`src/rtl/spi_pkg.sv`:
```
// rtl/spi_pkg.sv - shared state type and default sizing for the SPI slave
package spi_pkg;
    localparam int SPI_DATA_W      = 8;
    localparam int SPI_SYNC_STAGES = 2;

    typedef enum logic {
        IDLE  = 1'b0,
        SHIFT = 1'b1
    } spi_state_e;
endpackage

```
`src/rtl/spi_slave_if.sv`:
```
// rtl/spi_slave_if.sv - SPI pins, mode straps and tx/rx handshake for the SPI slave
interface spi_slave_if import spi_pkg::*; #(
    parameter int DATA_W = SPI_DATA_W
);
    logic              sclk;
    logic              mosi;
    logic              cs_n;
    logic              miso;
    logic              cpol;
    logic              cpha;
    logic [DATA_W-1:0] tx_data;
    logic              tx_load;
    logic              tx_ready;
    logic [DATA_W-1:0] rx_data;
    logic              rx_valid;
    logic              tx_underrun;
    logic              busy;

    modport slave (
        input  sclk, mosi, cs_n, cpol, cpha, tx_data, tx_load,
        output miso, tx_ready, rx_data, rx_valid, tx_underrun, busy
    );

    modport master (
        output sclk, mosi, cs_n, cpol, cpha, tx_data, tx_load,
        input  miso, tx_ready, rx_data, rx_valid, tx_underrun, busy
    );
endinterface

```
`src/rtl/spi_edge_sync.sv`:
```
// rtl/spi_edge_sync.sv - multi-flop synchronizer with rise/fall pulse detection
module spi_edge_sync import spi_pkg::*; #(
    parameter int SYNC_STAGES = SPI_SYNC_STAGES
) (
    input  logic clk,
    input  logic reset,
    input  logic rst_val_i,
    input  logic din_i,
    output logic rise_o,
    output logic fall_o
);
    logic [SYNC_STAGES-1:0] sync_q;
    logic                   prev_q;
    logic                   level;

    assign level = sync_q[SYNC_STAGES-1];

    always_ff @(posedge clk) begin
        if (reset) begin
            sync_q <= {SYNC_STAGES{rst_val_i}};
            prev_q <= rst_val_i;
        end else begin
            sync_q[0] <= din_i;
            for (int i = 1; i < SYNC_STAGES; i++) begin
                sync_q[i] <= sync_q[i-1];
            end
            prev_q <= level;
        end
    end

    assign rise_o = level & ~prev_q;
    assign fall_o = ~level & prev_q;
endmodule

```
`src/rtl/spi_slave.sv`:
```
// rtl/spi_slave.sv - SPI slave, modes 0-3, one-entry tx buffer, MSB first
// Define SPI_SLAVE_MISO_TRISTATE_EN to float miso while idle or in reset.
module spi_slave import spi_pkg::*; #(
    parameter int DATA_W      = SPI_DATA_W,
    parameter int SYNC_STAGES = SPI_SYNC_STAGES
) (
    input  logic       clk,
    input  logic       reset,
    spi_slave_if.slave bus
);
    localparam int                CNT_W    = (DATA_W > 2) ? $clog2(DATA_W) : 1;
    localparam logic [CNT_W-1:0] LAST_BIT = CNT_W'(DATA_W - 1);

    logic sclk_rise, sclk_fall, cs_rise, cs_fall;
    logic [SYNC_STAGES-1:0] mosi_sync_q;

    spi_edge_sync #(.SYNC_STAGES(SYNC_STAGES)) u_sclk_sync (
        .clk       (clk),
        .reset     (reset),
        .rst_val_i (bus.cpol),
        .din_i     (bus.sclk),
        .rise_o    (sclk_rise),
        .fall_o    (sclk_fall)
    );

    spi_edge_sync #(.SYNC_STAGES(SYNC_STAGES)) u_cs_sync (
        .clk       (clk),
        .reset     (reset),
        .rst_val_i (1'b1),
        .din_i     (bus.cs_n),
        .rise_o    (cs_rise),
        .fall_o    (cs_fall)
    );

    // mosi uses the same depth as sclk so a sample edge sees the bit the master set up
    always_ff @(posedge clk) begin
        if (reset) begin
            mosi_sync_q <= '0;
        end else begin
            mosi_sync_q[0] <= bus.mosi;
            for (int i = 1; i < SYNC_STAGES; i++) begin
                mosi_sync_q[i] <= mosi_sync_q[i-1];
            end
        end
    end

    spi_state_e        state_q;
    logic [DATA_W-1:0] tx_sr_q;
    logic [DATA_W-2:0] rx_sr_q;
    logic [DATA_W-1:0] rx_sr_d;
    logic [DATA_W-1:0] rx_data_q;
    logic [DATA_W-1:0] tx_buf_q;
    logic [CNT_W-1:0]  bit_cnt_q;
    logic              tx_empty_q;
    logic              skip_q;
    logic              ur_pend_q;
    logic              rx_valid_q;
    logic              tx_underrun_q;

    logic leading, trailing, sample_edge, shift_edge;
    logic start, last_sample, load_pt, direct_load;

    assign leading     = bus.cpol ? sclk_fall : sclk_rise;
    assign trailing    = bus.cpol ? sclk_rise : sclk_fall;
    assign sample_edge = bus.cpha ? trailing : leading;
    assign shift_edge  = bus.cpha ? leading : trailing;
    assign rx_sr_d     = {rx_sr_q, mosi_sync_q[SYNC_STAGES-1]};

    assign start       = (state_q == IDLE) && cs_fall;
    assign last_sample = (state_q == SHIFT) && !cs_rise && sample_edge && (bit_cnt_q == LAST_BIT);
    assign load_pt     = start || last_sample;
    assign direct_load = bus.tx_load && tx_empty_q;

    // After any load the next shift edge must leave the fresh MSB on miso, hence skip_q.
    // An underrun is reported once the zero byte actually starts to be clocked.
    always_ff @(posedge clk) begin
        if (reset) begin
            state_q       <= IDLE;
            tx_sr_q       <= '0;
            rx_sr_q       <= '0;
            rx_data_q     <= '0;
            tx_buf_q      <= '0;
            bit_cnt_q     <= '0;
            tx_empty_q    <= 1'b1;
            skip_q        <= 1'b0;
            ur_pend_q     <= 1'b0;
            rx_valid_q    <= 1'b0;
            tx_underrun_q <= 1'b0;
        end else begin
            rx_valid_q    <= 1'b0;
            tx_underrun_q <= 1'b0;
            if (direct_load) begin
                tx_buf_q   <= bus.tx_data;
                tx_empty_q <= 1'b0;
            end
            case (state_q)
                IDLE: begin
                    if (cs_fall) begin
                        state_q   <= SHIFT;
                        bit_cnt_q <= '0;
                        skip_q    <= bus.cpha;
                        ur_pend_q <= 1'b0;
                    end
                end
                SHIFT: begin
                    if (cs_rise) begin
                        state_q   <= IDLE;
                        ur_pend_q <= 1'b0;
                    end else if (sample_edge) begin
                        rx_sr_q <= rx_sr_d[DATA_W-2:0];
                        if (ur_pend_q) begin
                            tx_underrun_q <= 1'b1;
                            ur_pend_q     <= 1'b0;
                        end
                        if (bit_cnt_q == LAST_BIT) begin
                            rx_data_q  <= rx_sr_d;
                            rx_valid_q <= 1'b1;
                            bit_cnt_q  <= '0;
                            skip_q     <= 1'b1;
                        end else begin
                            bit_cnt_q <= bit_cnt_q + CNT_W'(1);
                        end
                    end else if (shift_edge) begin
                        if (skip_q) begin
                            skip_q <= 1'b0;
                        end else begin
                            tx_sr_q <= tx_sr_q << 1;
                        end
                    end
                end
                default: state_q <= IDLE;
            endcase
            if (load_pt) begin
                if (direct_load) begin
                    tx_sr_q    <= bus.tx_data;
                    tx_empty_q <= 1'b1;
                end else if (!tx_empty_q) begin
                    tx_sr_q    <= tx_buf_q;
                    tx_empty_q <= 1'b1;
                end else begin
                    tx_sr_q   <= '0;
                    ur_pend_q <= 1'b1;
                end
            end
        end
    end

    logic miso_en;
    assign miso_en = (state_q == SHIFT) && !reset;

`ifdef SPI_SLAVE_MISO_TRISTATE_EN
    assign bus.miso = miso_en ? tx_sr_q[DATA_W-1] : 1'bz;
`else
    assign bus.miso = miso_en & tx_sr_q[DATA_W-1];
`endif

    assign bus.rx_data     = rx_data_q;
    assign bus.rx_valid    = rx_valid_q;
    assign bus.tx_underrun = tx_underrun_q;
    assign bus.tx_ready    = tx_empty_q;
    assign bus.busy        = (state_q == SHIFT);
endmodule

```
`src/flat_wrapper.sv`:
```
// flat-port wrapper written by rule: the top's interface ports become plain ports
module spi_slave_flat import spi_pkg::*;
#(
    parameter int DATA_W      = SPI_DATA_W,
    parameter int SYNC_STAGES = SPI_SYNC_STAGES
)
  (clk, reset, bus_sclk, bus_mosi, bus_cs_n, bus_cpol, bus_cpha, bus_tx_data, bus_tx_load, bus_miso, bus_tx_ready, bus_rx_data, bus_rx_valid, bus_tx_underrun, bus_busy);
  spi_slave_if #(.DATA_W(DATA_W)) bus_i ();
  input  logic clk;
  input  logic reset;
  input wire logic [$bits(bus_i.sclk)-1:0] bus_sclk;
  input wire logic [$bits(bus_i.mosi)-1:0] bus_mosi;
  input wire logic [$bits(bus_i.cs_n)-1:0] bus_cs_n;
  input wire logic [$bits(bus_i.cpol)-1:0] bus_cpol;
  input wire logic [$bits(bus_i.cpha)-1:0] bus_cpha;
  input wire logic [$bits(bus_i.tx_data)-1:0] bus_tx_data;
  input wire logic [$bits(bus_i.tx_load)-1:0] bus_tx_load;
  output wire logic [$bits(bus_i.miso)-1:0] bus_miso;
  output wire logic [$bits(bus_i.tx_ready)-1:0] bus_tx_ready;
  output wire logic [$bits(bus_i.rx_data)-1:0] bus_rx_data;
  output wire logic [$bits(bus_i.rx_valid)-1:0] bus_rx_valid;
  output wire logic [$bits(bus_i.tx_underrun)-1:0] bus_tx_underrun;
  output wire logic [$bits(bus_i.busy)-1:0] bus_busy;
  assign bus_i.sclk = bus_sclk;
  assign bus_i.mosi = bus_mosi;
  assign bus_i.cs_n = bus_cs_n;
  assign bus_i.cpol = bus_cpol;
  assign bus_i.cpha = bus_cpha;
  assign bus_i.tx_data = bus_tx_data;
  assign bus_i.tx_load = bus_tx_load;
  assign bus_miso = bus_i.miso;
  assign bus_tx_ready = bus_i.tx_ready;
  assign bus_rx_data = bus_i.rx_data;
  assign bus_rx_valid = bus_i.rx_valid;
  assign bus_tx_underrun = bus_i.tx_underrun;
  assign bus_busy = bus_i.busy;
  spi_slave #(.DATA_W(DATA_W), .SYNC_STAGES(SYNC_STAGES)) u_core (.clk(clk), .reset(reset), .bus(bus_i));
endmodule
```
`config.mk`:
```
export PLATFORM = sky130hd
export DESIGN_NAME = spi_slave_flat
export DESIGN_NICKNAME = d
export VERILOG_FILES = /design/src/rtl/spi_pkg.sv /design/src/rtl/spi_slave_if.sv /design/src/rtl/spi_edge_sync.sv /design/src/rtl/spi_slave.sv /design/src/flat_wrapper.sv
export SDC_FILE = /design/constraint.sdc
export NUM_CORES = 1
export LEC_CHECK = 0
export BUFFER_PORTS_ARGS = -buffer_cell sky130_fd_sc_hd__buf_4
export CORE_MARGIN = 2
export CORE_UTILIZATION = 45
export CTS_CLUSTER_DIAMETER = 200
export DETAILED_ROUTE_END_ITERATION = 10
export PLACE_DENSITY = 0.76
export SKIP_LAST_GASP = 1
export SYNTH_ARGS = -nofsm -noshare
export SYNTH_HDL_FRONTEND = slang
export SYNTH_SLANG_ARGS = --single-unit
```
`constraint.sdc`:
```
create_clock -name clk -period 4.9 [get_ports clk]
set_input_delay 0.98 -clock clk [delete_from_list [all_inputs] [get_ports clk]]
set_output_delay 0.98 -clock clk [all_outputs]
set_load 0.05 [all_outputs]
```
==> impl_metrics.env <==
export IMPL_outcome="completed"
export IMPL_required_ns=3.92
export IMPL_drc=0
export IMPL_drive_above_1_share=0.223
export IMPL_layout_nets=246
export IMPL_yosysWarningCount=0
export IMPL_synth_seq_cells=48
export IMPL_dp_hpwl_um=2380
export IMPL_slew_violations=0
export IMPL_period_minus_slack_ns=2.92
export IMPL_dieArea_um2=4790
export IMPL_p_int_w=0.000637
export IMPL_avgSynthCellArea_um2=9.43
export IMPL_cts_resized_gates=0
export IMPL_crit_path_end_kind="output port"
export IMPL_synth_top_area_share=0.502
export IMPL_grt_max_degree=48
export IMPL_hold_slack_ns=0.419
export IMPL_rr_worst_depth=5
export IMPL_p_comb_frac=0.087
export IMPL_grt_pass1_vias=1340
export IMPL_clk_path_buf_depth=2
export IMPL_cts_tree="done"
export IMPL_min_from="u_core.u_cs_sync.sync_q[0]"
export IMPL_totalWireLength_um=3590
export IMPL_areaGrowthSynthToFinish_pct=19.4
export IMPL_wire_per_inst_um=12.9
export IMPL_synth_area_um2=1910
export IMPL_die_w_um=69.2
export IMPL_final_core_util=0.563
export IMPL_hold_violations=0
export IMPL_drt_pre_antenna_iters=4
export IMPL_drtIter0Drc=76
export IMPL_gp_congestion=0.698
export IMPL_post_cts_buffers=0
export IMPL_root_buffer="clkbuf_8"
export IMPL_critPathMaxFanout=47
export IMPL_leakage_nw=0.868
export IMPL_synth_area_leaders="dfxtp_1 (50%), mux2i_1 (8.4%), nand2_1 (7.3%)"
export IMPL_met3_length_um=161
export IMPL_worst_pin_slew_ns=0.741
export IMPL_ff2ff_setup_slack_ns=2.89
export IMPL_cts_clk_slew_worst_paths_ns=0.09
export IMPL_cts_sinks=48
export IMPL_start_util=0.472
export IMPL_yosys_cell_count_top_type="dfxtp_1"
export IMPL_cp_arrival_ns=1.94
export IMPL_num_fill_cells=367
export IMPL_worstHoldPathCells=1
export IMPL_m1WireLength_um=1710
export IMPL_seq_area_um2=961
export IMPL_irDropWorstVdd_mv=0.146
export IMPL_vias_per_cell=5.32
export IMPL_htreeDepth=2
export IMPL_yosysTopAreaCell="dfxtp_1"
export IMPL_synth_net_count=221
export IMPL_r2r_start="u_core.u_cs_sync.prev_q"
export IMPL_dr_wl_met2_um=1650
export IMPL_die_y_um=69.2
export IMPL_min_path_type="reg2reg"
export IMPL_rows=23
export IMPL_cts_buffers=5
export IMPL_maxCapViolCount=0
export IMPL_vias=1484
export IMPL_rsz0062_at_grt="false"
export IMPL_swShare=0.221
export IMPL_synthFlopType="dfxtp_1"
export IMPL_clkLatencyLatePin_ns=0.30
export IMPL_antenna_found_initial=0
export IMPL_antenna_left=0
export IMPL_clkPwrFrac=0.410
export IMPL_seq_power_share=0.503
export IMPL_ctsHoldBuffers=0
export IMPL_portBuffers=28
export IMPL_fin_crit_sh=0.597
export IMPL_fmax_mhz=342
export IMPL_synth_common_cells="dfxtp_1 (48), nand2_1 (37), a21oi_1 (20)"
export IMPL_skew_ns=0.00308
export IMPL_multiInputGateArea_um2=892
export IMPL_syn_instance_count=203
export IMPL_setup_tns_ns=0
export IMPL_relSlewSlack=0.506
export IMPL_io_pins=29
export IMPL_grt_util_all_layers=0.158
export IMPL_num_antenna_cells=0
export IMPL_synth_seq_area_share=0.502
export IMPL_power_switching_w=0.000181
export IMPL_grt_ovfl_total=0
export IMPL_critPathLaunchType="input port"
export IMPL_synth_edff_count=0
export IMPL_finalSetupViolCount=0
export IMPL_crit_type="in2out"
export IMPL_synth_async_reset_ratio=0
export IMPL_grt_pass1_wl_um=6070
export IMPL_holdPathEnd="u_core.u_cs_sync.sync_q[1]"
export IMPL_core_area_um2=4060
export IMPL_dr_max_layer_used="met4"
export IMPL_power_density_nw_per_um2=358
export IMPL_synth_cell_types=31
export IMPL_reg2reg_to="u_core.tx_sr_q[3]"
layer usage:
layer	vias to the layer above	GRT usage
met5	-	0
met4	0	0.0893
met3	6	0.0451
met2	30	0.231
met1	695	0.210
li1	753	-
flip-flops by register name, summed over array words and instances, names as in the netlist, 2 cells and up:
register	flops
u_core.mosi_sync_q	2
u_core.u_sclk_sync.sync_q	2
u_core.bus.rx_data	8
u_core.bit_cnt_q	3
u_core.tx_buf_q	8
u_core.rx_sr_q	7
u_core.u_cs_sync.sync_q	2
u_core.tx_sr_q	8
power by group through the flow:
stage	Sequential, W	Clock (W)	Combinational [W]
floorplan	0.000422	0	0.0000473
global placement	0.000420	0	0.0000704
detailed placement	0.000420	0	0.0000711
CTS	0.000411	0.000344	0.0000714
global route	0.000413	0.000366	0.0000784
finish	0.000411	0.000336	0.0000710
worst max-delay path by stage:
stage | start | end | slack [ns] | cells past startpoint
after floorplan | reset | bus_miso | 2.23 | 3
after global placement | reset | bus_miso | 1.97 | 4
after detailed placement | reset | bus_miso | 1.97 | 4
after CTS | reset | bus_miso | 1.97 | 4
after global routing | reset | bus_miso | 1.90 | 4
final | reset | bus_miso | 1.98 | 4
critical path: stages:
cell	delay [ns]
buf_4	0.41
inv_1	0.14
and3_1	0.21
buf_4	0.18
cell families after synthesis:
kind of cell | after synthesis | synth area share
AND/OR/NAND/NOR | 73 | 0.175
multiplexers | 17 | 0.0915
adder cells (fa/ha/maj) | 2 | 0.0131
AO/OA/AOI/OAI | 46 | 0.182
buffers and inverters | 16 | 0.0320
XOR/XNOR | 1 | 0.00458
flip-flops | 48 | 0.502
cell type report:
type                    instances  share of cell area
well taps                      50              0.0274
multi-input cells             139               0.390
inverters                       6             0.00985
repair buffers                 28              0.0920
flip-flops and latches         48               0.420
clock buffers                   5              0.0301
clock inverters                 3              0.0301
per-stage QoR:
stage / cells / power (W) / worst slack, ns / instance area [µm²]
5_1_grt: 279 / 0.000858 / 1.90 / 2290
6_report: 279 / 0.000818 / 1.98 / 2290
2_1_floorplan: 203 / 0.000469 / 2.23 / 1910
3_5_place_dp: 271 / 0.000491 / 1.97 / 2150
4_1_cts: 279 / 0.000827 / 1.97 / 2290
3_3_place_gp: 271 / 0.000490 / 1.97 / 2150
cell usage in the layout (no fill, tap or decap):
cell	n
dfxtp_1	48
nand2_1	37
buf_4	28
a21oi_1	20
mux2i_1	16
nor2_1	11
a221oi_1	8
a211oi_2	7
nand3_1	6
inv_1	5
o21ai_0	5
nor2b_1	5
clkbuf_8	5
or2_2	4
and3_1	2
and2_1	2
or3_1	2
ha_1	2
bufinv_16	2
xnor2_1	1
nand2b_1	1
mux2_4	1
nand2b_4	1
o21a_1	1
a2111oi_4	1
clkinv_1	1
nor3_1	1
o22ai_1	1
o211ai_1	1
nor2_2	1
a22oi_1	1
o32ai_1	1
inv_6	1
Note: power is estimated with default switching activity, not from simulation.
